==> src/rtl/game_flow_ctrl.sv <==
// Round flow controller: debounces the board button, sequences menu/play/end screens,
// gates the game logic, pulses the round reset and keeps saturating win tallies.
module game_flow_ctrl #(
    parameter int DEBOUNCE_CYCLES = 650_000,
    parameter int END_HOLD_CYCLES = 65_000_000,
    parameter int GUARD_CYCLES    = 2,
    parameter int WIN_W           = 4
) (
    input  logic             clk,
    input  logic             rst,
    input  logic             rst_button,
    input  logic [1:0]       gameover,
    output logic             game_en,
    output logic             game_rst,
    output logic [1:0]       screen_sel,
    output logic [WIN_W-1:0] tom_wins,
    output logic [WIN_W-1:0] jerry_wins
);

    localparam int DB_W    = (DEBOUNCE_CYCLES > 1) ? $clog2(DEBOUNCE_CYCLES) : 1;
    localparam int HOLD_W  = (END_HOLD_CYCLES > 0) ? $clog2(END_HOLD_CYCLES + 1) : 1;
    localparam int GUARD_W = (GUARD_CYCLES > 0) ? $clog2(GUARD_CYCLES + 1) : 1;

    typedef enum logic [2:0] {
        MENU      = 3'd0,
        RESTART   = 3'd1,
        PLAYING   = 3'd2,
        TOM_WON   = 3'd3,
        JERRY_WON = 3'd4
    } state_t;

    logic               syncMeta_q, syncOut_q;
    logic [DB_W-1:0]    dbCnt_q, dbCnt_d;
    logic               dbLevel_q, dbLevel_d;
    logic               press_q, press_d;

    state_t             state_q;
    logic [GUARD_W-1:0] guard_q;
    logic [HOLD_W-1:0]  hold_q;
    logic               gameEn_q, gameRst_q;
    logic [1:0]         screen_q;
    logic [WIN_W-1:0]   tomWins_q, jerryWins_q;

    logic               enterRestart, enterTom, enterJerry;

    // The level only flips after DEBOUNCE_CYCLES consecutive disagreeing samples.
    always_comb begin
        dbCnt_d   = '0;
        dbLevel_d = dbLevel_q;
        press_d   = 1'b0;
        if (syncOut_q != dbLevel_q) begin
            if (dbCnt_q == DB_W'(DEBOUNCE_CYCLES - 1)) begin
                dbLevel_d = ~dbLevel_q;
                press_d   = ~dbLevel_q;
            end else begin
                dbCnt_d = dbCnt_q + DB_W'(1);
            end
        end
    end

    always_ff @(posedge clk) begin
        if (rst) begin
            syncMeta_q <= 1'b0;
            syncOut_q  <= 1'b0;
            dbCnt_q    <= '0;
            dbLevel_q  <= 1'b0;
            press_q    <= 1'b0;
        end else begin
            syncMeta_q <= rst_button;
            syncOut_q  <= syncMeta_q;
            dbCnt_q    <= dbCnt_d;
            dbLevel_q  <= dbLevel_d;
            press_q    <= press_d;
        end
    end

    // A valid gameover outranks a simultaneous press; Tom outranks Jerry.
    always_comb begin
        enterRestart = 1'b0;
        enterTom     = 1'b0;
        enterJerry   = 1'b0;
        case (state_q)
            MENU: enterRestart = press_q;
            PLAYING: begin
                if (guard_q == '0 && gameover[1]) begin
                    enterTom = 1'b1;
                end else if (guard_q == '0 && gameover[0]) begin
                    enterJerry = 1'b1;
                end else begin
                    enterRestart = press_q;
                end
            end
            TOM_WON, JERRY_WON: enterRestart = press_q && (hold_q == '0);
            default: ;
        endcase
    end

    always_ff @(posedge clk) begin
        if (rst) begin
            state_q      <= MENU;
            guard_q      <= '0;
            hold_q       <= '0;
            gameEn_q     <= 1'b0;
            gameRst_q    <= 1'b0;
            screen_q     <= 2'b00;
            tomWins_q    <= '0;
            jerryWins_q  <= '0;
        end else begin
            gameRst_q <= 1'b0;
            if (state_q == PLAYING && guard_q != '0) begin
                guard_q <= guard_q - GUARD_W'(1);
            end
            if ((state_q == TOM_WON || state_q == JERRY_WON) && hold_q != '0) begin
                hold_q <= hold_q - HOLD_W'(1);
            end

            if (enterRestart) begin
                state_q   <= RESTART;
                gameRst_q <= 1'b1;
                gameEn_q  <= 1'b0;
                screen_q  <= 2'b01;
                guard_q   <= GUARD_W'(GUARD_CYCLES);
            end else if (enterTom) begin
                state_q   <= TOM_WON;
                gameEn_q  <= 1'b0;
                screen_q  <= 2'b10;
                hold_q    <= HOLD_W'(END_HOLD_CYCLES);
                tomWins_q <= (tomWins_q == '1) ? tomWins_q : tomWins_q + WIN_W'(1);
            end else if (enterJerry) begin
                state_q     <= JERRY_WON;
                gameEn_q    <= 1'b0;
                screen_q    <= 2'b11;
                hold_q      <= HOLD_W'(END_HOLD_CYCLES);
                jerryWins_q <= (jerryWins_q == '1) ? jerryWins_q : jerryWins_q + WIN_W'(1);
            end else begin
                case (state_q)
                    RESTART: begin
                        state_q  <= PLAYING;
                        gameEn_q <= 1'b1;
                    end
                    MENU, PLAYING, TOM_WON, JERRY_WON: ;
                    default: begin
                        state_q  <= MENU;
                        gameEn_q <= 1'b0;
                        screen_q <= 2'b00;
                    end
                endcase
            end
        end
    end

    assign game_en    = gameEn_q;
    assign game_rst   = gameRst_q;
    assign screen_sel = screen_q;
    assign tom_wins   = tomWins_q;
    assign jerry_wins = jerryWins_q;

endmodule

==> config.mk <==
export PLATFORM = sky130hd
export DESIGN_NAME = game_flow_ctrl
export DESIGN_NICKNAME = d
export VERILOG_FILES = /design/src/rtl/game_flow_ctrl.sv
export SDC_FILE = /design/constraint.sdc
export NUM_CORES = 1
export LEC_CHECK = 0
export ABC_AREA = 1
export BUFFER_PORTS_ARGS = -buffer_cell sky130_fd_sc_hd__buf_2
export CAP_MARGIN = 25
export CORE_MARGIN = 2
export CORE_UTILIZATION = 40
export CTS_CLUSTER_DIAMETER = 200
export CTS_CLUSTER_SIZE = 12
export DETAILED_ROUTE_END_ITERATION = 7
export SYNTH_ARGS = -nofsm -noshare
export SYNTH_HDL_FRONTEND = slang
export SYNTH_SLANG_ARGS = --single-unit
==> constraint.sdc <==
create_clock -name clk -period 2 [get_ports clk]
set_input_delay 0.3 -clock clk [delete_from_list [all_inputs] [get_ports clk]]
set_output_delay 0.3 -clock clk [all_outputs]
set_load 0.05 [all_outputs]
==> flow_metrics.tcl, run 1 <==
set metrics [dict create \
    cp.arrival_ps 2040 \
    worst_pin_slew_ps 484.1 \
    yosys_register_bits 67 \
    grt_use_met2_pct 27.44 \
    grt_util_all_layers_pct 17.54 \
    fin_util_pct 45.21 \
    rsz0062_at_grt "no" \
    cts_buffers 9 \
    clk_pin_slew_ps 80 \
    postCtsSetupBuffers 0 \
    routed-via-count 3355 \
    grt_start_max_net_pins 26 \
    grt_pass1_wl_um 14370 \
    drt_iter0_drc 159 \
    min_period_ps 1788 \
    clkSinkCount 67 \
    row_count 35 \
    drc 0 \
    tns_ps 0 \
    min_path_type "input port to flip-flop" \
    cts_tree "done" \
    dp_slack_ps 173.8 \
    ys_seq_area_share_pct 35.63 \
    syn_nets 575 \
    worstPathMaxFanout 25 \
    antenna_found_initial 0 \
    cts_htree_levels 3 \
    required_ps 2250 \
    cts_hold_buf 0 \
    p_leak_nw 1.929 \
    start_util_pct 40.94 \
    critPathKind "flip-flop to flip-flop" \
    crit_start "hold_q[0]$_SDFF_PP0_" \
    die_y_um 101.0 \
    grt_pass1_vias 3136 \
    synth.largest_area_cell "dfxtp_1" \
    syn2layout_area_growth_pct 10.44 \
    overflow 0 \
    pin_count 17 \
    hold_viol 0 \
    rr_startpoint "hold_q[0]$_SDFF_PP0_" \
    yosysUniqueCellTypes 36 \
    insertion_delay_ps 340 \
    power_density_nw_per_um2 631.4 \
    first_pass_iters 4 \
    hpwl_um 6104 \
    place.gp.congestion 0.9623 \
    die_w_um 101.0 \
    fmax_mhz 559.2 \
    met3_usage_pct 4.230 \
    layout.nets 596 \
    slew_viol_final 0 \
    totalWireLength_um 8063 \
    cts_buffer_depth 2 \
    worst_slack_ps 211.6 \
    cts_root_buffer "clkbuf_8" \
    antenna_cells 0 \
    finalCritPeriodShare_pct 89.42 \
    yosys_warnings 0 \
    relSlewSlack_pct 67.53 \
    status "finished, final reports clean" \
    port_buffers 16 \
    drt-wirelength-per-cell_um 11.49 \
    core_um2 9196 \
    vdd_drop_max_uv 363.5 \
    skew_ps 10.30 \
    busiest_layer "met2" \
    die-area_um2 10200 \
    startpoint_type "flip-flop" \
    ant_nets 0 \
    final_layout_size_suffix_gt1_share_pct 12.69 \
    synth_top_area_share_pct 35.63 \
    setup_viol 0 \
    total_power_mw 2.625 \
    ys_top_cells_by_area "dfxtp_1 (36%), nand2_1 (14%), inv_1 (7.9%)" \
    synth_cells 565 \
    min-delay-start "rst_button" \
    drv_cap 0 \
    syn-cell-area_um2 3765 \
    end_kind "flip-flop" \
    syn_avg_cell_area_um2 6.663 \
    via_per_inst 4.779 \
    use_met1_pct 23.82 \
]
-- through the flow --
step | cells | cell area (um2) | hold WS (ps)
2_1_floorplan | 565 | 3765 | 376.1
3_3_place_gp | 686 | 3940 | 397.6
3_5_place_dp | 686 | 3940 | 397.2
4_1_cts | 702 | 4155 | 148.4
5_1_grt | 702 | 4158 | 167.1
6_report | 702 | 4158 | 165.1
-- timing repair --
action                                  in CTS  in global routing
endpoints found under the setup margin       0                 13
endpoints found under the hold margin        0                  0
gates resized for setup                      0                  1
-- where the power goes --
group          internal [mW]  switching (mW)
registers               1.34         0.00198
logic                 0.0121          0.0328
clock network          0.705           0.538
-- flip-flops by register name (all words and copies together), names as in the netlist --
signal	count
guard_q	2
game_en	1
dbCnt_q	20
syncMeta_q	1
jerry_wins	4
game_rst	1
press_q	1
hold_q	26
state_q	3
screen_sel	2
dbLevel_q	1
syncOut_q	1
tom_wins	4
-- routing by layer --
layer	share of wire (%)	wire length, um
met5	0	0
met4	1.3	101
met3	3.3	263
met2	44	3543
met1	52	4155
-- worst max-delay path: stages, from the launching register on --
cell	delay [ps]
dfxtp_1	330
inv_1	140
ha_2	260
nand3_1	90
nor2_1	110
nand3_2	120
nand2_4	180
inv_4	160
nand2_1	120
nand4_1	70
nand2_1	60
inv_1	30
-- cell usage after synthesis, drive strengths merged --
cell / number
dfxtp: 67
or2: 6
o21ai: 15
inv: 83
nor3: 23
xor2: 9
nand2: 150
nand4: 15
nor3b: 1
o211ai: 1
a21oi: 28
a31oi: 1
a211oi: 4
nor2: 90
ha: 5
buf: 8
nand3: 42
clkbuf: 3
o31ai: 2
xnor2: 10
and3: 1
nand3b: 1
-- area by class of cell --
type | instances | area, um2
fill | 967 | 5039
sequential | 67 | 1341
clock inverter | 6 | 87.58
multi-input combinational | 404 | 2031
clock buffer | 10 | 127.6
timing repair buffer | 21 | 117.6
tap | 111 | 138.9
inverter | 83 | 314.1
-- layout by cell type, fill, tap and decap left out, types with 2 or more instances in the layout --
| cell | Yosys | final |
|---|---|---|
| inv_1 | 79 | 79 |
| nand2_1 | 145 | 145 |
| or2_0 | 2 | 2 |
| o31ai_2 | 2 | 2 |
| a211oi_2 | 3 | 3 |
| nand4_1 | 15 | 15 |
| xnor2_1 | 10 | 10 |
| nor3_2 | 5 | 5 |
| ha_1 | 5 | 4 |
| xor2_1 | 9 | 9 |
| or2_2 | 4 | 4 |
| inv_2 | 3 | 3 |
| a21oi_1 | 28 | 28 |
| nor2_2 | 8 | 8 |
| buf_4 | 2 | 5 |
| nand2_4 | 2 | 2 |
| nor3_1 | 17 | 17 |
| o21ai_0 | 14 | 14 |
| dfxtp_1 | 67 | 67 |
| clkbuf_8 | 0 | 9 |
| nor2_1 | 77 | 77 |
| nand3_1 | 41 | 41 |
| bufinv_16 | 0 | 2 |
| buf_2 | 2 | 16 |
| nor2_4 | 5 | 5 |
| nand2_2 | 3 | 3 |
| clkinv_2 | 0 | 2 |
-- logic make-up (layout without fill, tap and decap cells) --
family / count (synthesis) / after routing / synth area share (%)
AO/OA/AOI/OAI: 51 / 51 / 7.943
XOR/XNOR: 19 / 19 / 4.420
buffers and inverters: 94 / 120 / 10.50
AND/OR/NAND/NOR: 329 / 329 / 39.85
adder cells (fa/ha/maj): 5 / 5 / 1.662
flip-flops: 67 / 67 / 35.63
-- final timing paths --
kind | end | slack [ps] | depth (start not counted)
setup reg to reg | hold_q[23]$_SDFF_PP0_ | 210 | 11
hold reg to reg | syncOut_q$_SDFF_PP0_ | 410 | 2
hold / removal | syncMeta_q$_SDFF_PP0_ | 170 | 3
setup / recovery | hold_q[23]$_SDFF_PP0_ | 210 | 11
No activity file was read; power rests on OpenSTA's default activity.
==> inputs of run 2 (changes only) <==
--- a/config.mk
+++ b/config.mk
@@ -10,6 +10,7 @@
 export CAP_MARGIN = 25
 export CORE_MARGIN = 2
 export CORE_UTILIZATION = 40
+export CTS_BUF_LIST = sky130_fd_sc_hd__clkbuf_4
 export CTS_CLUSTER_DIAMETER = 200
 export CTS_CLUSTER_SIZE = 12
 export DETAILED_ROUTE_END_ITERATION = 7
==> run 2 against run 1 <==
Total power down 7.5%. Highest routed layer unchanged. Die area unchanged. Final cell count stayed put. Register-to-register slack barely moved. Combinational power about the same. Count of clock-buffer cells in the layout is the same. Setup slack got worse by 2.7 ps. Worst hold slack got worse by 77 ps.
==> flow_metrics.tcl, run 2 (same netlist as run 1, synthesis figures left out) <==
set metrics [dict create \
    drv_cap 0 \
    die-area_um2 10200 \
    start_util_pct 40.94 \
    drc 0 \
    clkSinkCount 67 \
    cts_hold_buf 0 \
    clk_pin_slew_ps 120 \
    worst_pin_slew_ps 483.8 \
    layout.nets 596 \
    ant_nets 0 \
    end_kind "flip-flop" \
    overflow 0 \
    antenna_cells 0 \
    die_y_um 101.0 \
    layout_common_cells "nand2_1 (145), inv_1 (79), nor2_1 (77), dfxtp_1 (67), nand3_1 (41)" \
    combPwrFrac_pct 1.9 \
    via_per_inst 4.828 \
    drt_iter0_drc 158 \
    fill_cells 973 \
    place.gp.congestion 0.9623 \
    first_pass_iters 4 \
    syn2layout_area_growth_pct 9.040 \
    power_density_nw_per_um2 591.9 \
    status "finished, final reports clean" \
    antenna_found_initial 0 \
    p_clk_share_pct 43.0 \
    row_count 35 \
    p_int_mw 1.873 \
    critPathKind "flip-flop to flip-flop" \
    slew_viol_final 0 \
    min_period_ps 1791 \
    totalWireLength_um 8084 \
    grt_pass1_wl_um 14370 \
    fmax_mhz 558.3 \
    vdd_drop_max_uv 367.1 \
    largest_register_ffs 26 \
    cp.arrival_ps 2110 \
    pwr-share-seq_pct 55.1 \
    largestRegisters "hold_q x26, dbCnt_q x20" \
    relSlewSlack_pct 67.56 \
    cts_htree_levels 3 \
    grt_start_max_net_pins 26 \
    cts_tree "done" \
    routed-via-count 3389 \
    hpwl_um 6104 \
    largest_register "hold_q" \
    worstPathMaxFanout 25 \
    grt_util_all_layers_pct 17.36 \
    skew_ps 16.39 \
    pin_count 17 \
    core_um2 9196 \
    p_sw_share_pct 22.92 \
    tns_ps 0 \
    final_common_cell "nand2_1" \
    cts_buffer_depth 2 \
    drt-wirelength-per-cell_um 11.52 \
    rsz0062_at_grt "no" \
    p_leak_nw 1.909 \
    insertion_delay_ps 410 \
    min_path_type "input port to flip-flop" \
    hold_viol 0 \
    total_power_mw 2.430 \
    required_ps 2320 \
    p_switching_uw 556.9 \
    grt_pass1_vias 3169 \
    startpoint_type "flip-flop" \
    die_w_um 101.0 \
    final_layout_size_suffix_gt1_share_pct 12.86 \
    cts_root_buffer "clkbuf_4" \
    port_buffers 16 \
    finalCritPeriodShare_pct 89.55 \
    setup_viol 0 \
    cts_buffers 9 \
]
==> run 2: path summary, 6_finish.rpt <==
kind | startpoint | endpoint | slack [ps] | cells after the start
worst max register to register | hold_q[0]$_SDFF_PP0_ | hold_q[23]$_SDFF_PP0_ | 210 | 11
worst min register to register | syncMeta_q$_SDFF_PP0_ | syncOut_q$_SDFF_PP0_ | 410 | 2
worst max-delay path | hold_q[0]$_SDFF_PP0_ | hold_q[23]$_SDFF_PP0_ | 210 | 11
worst min-delay path | rst_button | syncMeta_q$_SDFF_PP0_ | 90 | 3
==> run 2: through the flow <==
step                      utilization, %  instances  instance area, um2  setup WS (ps)  hold WS, ps
after floorplan                        -        565                3765          346.9        376.1
after global placement             42.84        686                3940          222.6        397.6
after detailed placement           42.84        686                3940          173.8        397.2
after CTS                          44.61        702                4103          163.5        66.26
after global routing               44.64        702                4105          8.994        84.08
final                              44.64        702                4105          209.0        87.87
==> run 2: final cells by class <==
type                    instances  area, um2  area share, %
multi-input cells             404       2031          49.47
flip-flops and latches         67       1341          32.67
inverters                      83      314.1          7.650
well taps                     111      138.9          3.383
repair buffers                 21      117.6          2.865
clock inverters                 6      87.58          2.133
clock buffers                  10      75.07          1.829
==> run 2: critical path, cell delays in order (launching register included) <==
cell and delay [ps]:
dfxtp_1 350, inv_1 140, ha_2 260, nand3_1 90
nor2_1 110, nand3_2 120, nand2_4 180, inv_4 160
nand2_1 120, nand4_1 80, nand2_1 60, inv_1 40
==> run 2: power groups by stage <==
stage | Sequential [mW] | Clock [mW] | Combinational [mW]
final | 1.34 | 1.05 | 0.0450
after global routing | 1.34 | 1.14 | 0.0520
after CTS | 1.34 | 1.08 | 0.0459
after detailed placement | 1.37 | 0 | 0.0458
after global placement | 1.37 | 0 | 0.0457
after floorplan | 1.37 | 0 | 0.0313
==> run 2: timing repair <==
item | CTS | global route
resized for setup | 0 | 1
endpoints found under the setup margin | 0 | 14
setup buffers | 0 | 0
==> run 2: per-layer routing <==
metal,up-vias,GRT usage [%],wire length [um]
met3,14,2.982,319
li1,1835,-,-
met5,-,0,0
met1,1485,23.41,4074
met4,0,6.029,128
met2,55,28.05,3562
==> inputs of run 3 (changes only) <==
--- a/config.mk
+++ b/config.mk
@@ -14,6 +14,7 @@
 export CTS_CLUSTER_DIAMETER = 200
 export CTS_CLUSTER_SIZE = 12
 export DETAILED_ROUTE_END_ITERATION = 7
+export PLACE_DENSITY_LB_ADDON = 0.1
 export SYNTH_ARGS = -nofsm -noshare
 export SYNTH_HDL_FRONTEND = slang
 export SYNTH_SLANG_ARGS = --single-unit
==> run 3 against run 2 <==
Sequential power hardly changed. Combinational power is 2% higher. Die area stayed put. First-iteration DRC count is 33% lower. Sequential share of layout area is 0.24 points higher. Sequential cell count stayed put.
==> flow_metrics.tcl, run 3 (same netlist as run 1, synthesis figures left out) <==
set metrics [dict create \
    critPathMaxStageDelay_ps 340 \
    required_ps 2330 \
    grt_util_all_layers_pct 17.78 \
    multi_input_area_um2 2037 \
    cts_buffers 9 \
    min_period_ps 1751 \
    routed-via-count 3397 \
    first_pass_iters 4 \
    finalCritPeriodShare_pct 87.53 \
    core_um2 9196 \
    slowest_stage "dfxtp_1" \
    total_power_mw 2.291 \
    fill_cells 1010 \
    final_layout_size_suffix_gt1_share_pct 12.39 \
    dp_slack_ps 194.7 \
    start_util_pct 40.94 \
    fmax_mhz 571.2 \
    final_common_cell "nand2_1" \
    path_buf_inv 3 \
    pin_count 17 \
    fin_util_pct 44.31 \
    cts_root_buffer "clkbuf_4" \
    port_buffers 16 \
    rsz0062_at_grt "no" \
    syn2layout_area_growth_pct 8.242 \
    path_cells "inv_1 -> ha_1 -> nand3_1 -> nor2_1 -> nand3_2 -> nand2_8 -> inv_4 -> nand2_1 -> nand4_1 -> nand2_1 -> inv_1" \
    layout.nets 595 \
    drt_iter0_drc 106 \
    status "finished, final reports clean" \
    largestRegisters "hold_q x26, dbCnt_q x20" \
    cts_htree_levels 3 \
    overflow 0 \
    place.gp.congestion 0.8836 \
    power_density_nw_per_um2 562.3 \
    row_count 35 \
    die_w_um 101.0 \
    ant_nets 0 \
    p_leak_nw 1.873 \
    cp.arrival_ps 2080 \
    insertion_delay_ps 420 \
    clk_pin_slew_ps 120 \
    crit_family "simple AND/OR/NAND/NOR gates" \
    drc 0 \
    cts_buffer_depth 2 \
    end_kind "flip-flop" \
    clkSinkCount 67 \
    cts_hold_buf 0 \
    totalWireLength_um 8252 \
    startpoint_type "flip-flop" \
    worst_pin_slew_ps 514.7 \
    largest_register "hold_q" \
    grt_pass1_wl_um 14490 \
    skew_ps 15.66 \
    final_area_um2 4075 \
    relSlewSlack_pct 65.48 \
    worstPathMaxFanout 25 \
    vdd_drop_max_uv 419.9 \
    drv_cap 0 \
    hold_viol 0 \
    layout_common_cells "nand2_1 (145), inv_1 (79), nor2_1 (77), dfxtp_1 (67), nand3_1 (41)" \
    largest_register_ffs 26 \
    hpwl_um 6120 \
    worst_slack_ps 249.4 \
    antenna_found_initial 0 \
    ff_latch_area_um2 1341 \
    postPlaceCellArea_um2 3933 \
    drt-wirelength-per-cell_um 11.79 \
    tns_ps 0 \
    setup_viol 0 \
    grt_pass1_vias 3163 \
    min_path_type "input port to flip-flop" \
    critPathKind "flip-flop to flip-flop" \
    die-area_um2 10200 \
    cts_tree "done" \
    antenna_cells 0 \
    grt_start_max_net_pins 26 \
    via_per_inst 4.853 \
    die_y_um 101.0 \
    slew_viol_final 0 \
]
==> run 3: final cells by class <==
cell class              count  share of cell area, %
clock inverters             6                  1.627
flip-flops and latches     67                  32.91
well taps                 111                  3.408
multi-input cells         404                  49.98
clock buffers               9                  1.658
inverters                  83                  7.706
repair buffers             20                  2.702
==> run 3: power by group <==
part	internal, mW	total [mW]	switching [mW]
Combinational	0.0122	0.0457	0.0335
Sequential	1.34	1.34	0.00215
Clock	0.379	0.907	0.528
==> run 3: final timing paths <==
path | startpoint | end | slack, ps | cells past startpoint
worst min register to register | syncMeta_q$_SDFF_PP0_ | syncOut_q$_SDFF_PP0_ | 410 | 2
worst max register to register | hold_q[0]$_SDFF_PP0_ | hold_q[23]$_SDFF_PP0_ | 250 | 11
worst min-delay path | rst_button | syncMeta_q$_SDFF_PP0_ | 80 | 3
worst max-delay path | hold_q[0]$_SDFF_PP0_ | hold_q[23]$_SDFF_PP0_ | 250 | 11
==> run 3: worst reg2reg max path, cell delays in order (launching register included) <==
cell and delay [ps]:
dfxtp_1 340, inv_1 130, ha_1 210, nand3_1 90, nor2_1 110, nand3_2 160
nand2_8 200, inv_4 150, nand2_1 100, nand4_1 70, nand2_1 60, inv_1 40
==> run 3: timing repair <==
action | 4_1_cts | 5_1_grt
setup buffers | 0 | 0
endpoints found under the hold margin | 0 | 0
resized for setup | 0 | 1
endpoints found under the setup margin | 0 | 9
==> run 3: layer usage <==
layer  part of all wire (%)  up-vias  routed length, um  track usage (%)
li1                       -     1824                  -                -
met1                     50     1527               4108            23.24
met2                     46       39               3771            28.72
met3                    3.3        7                273            4.854
met4                    1.2        0                 98            5.301
met5                      0        -                  0                0
==> run 3: stage by stage <==
stage	hold slack, ps	instances
after CTS	43.91	700
after floorplan	376.1	565
final	77.04	700
after global routing	43.43	700
after global placement	389.8	685
after detailed placement	395.7	685
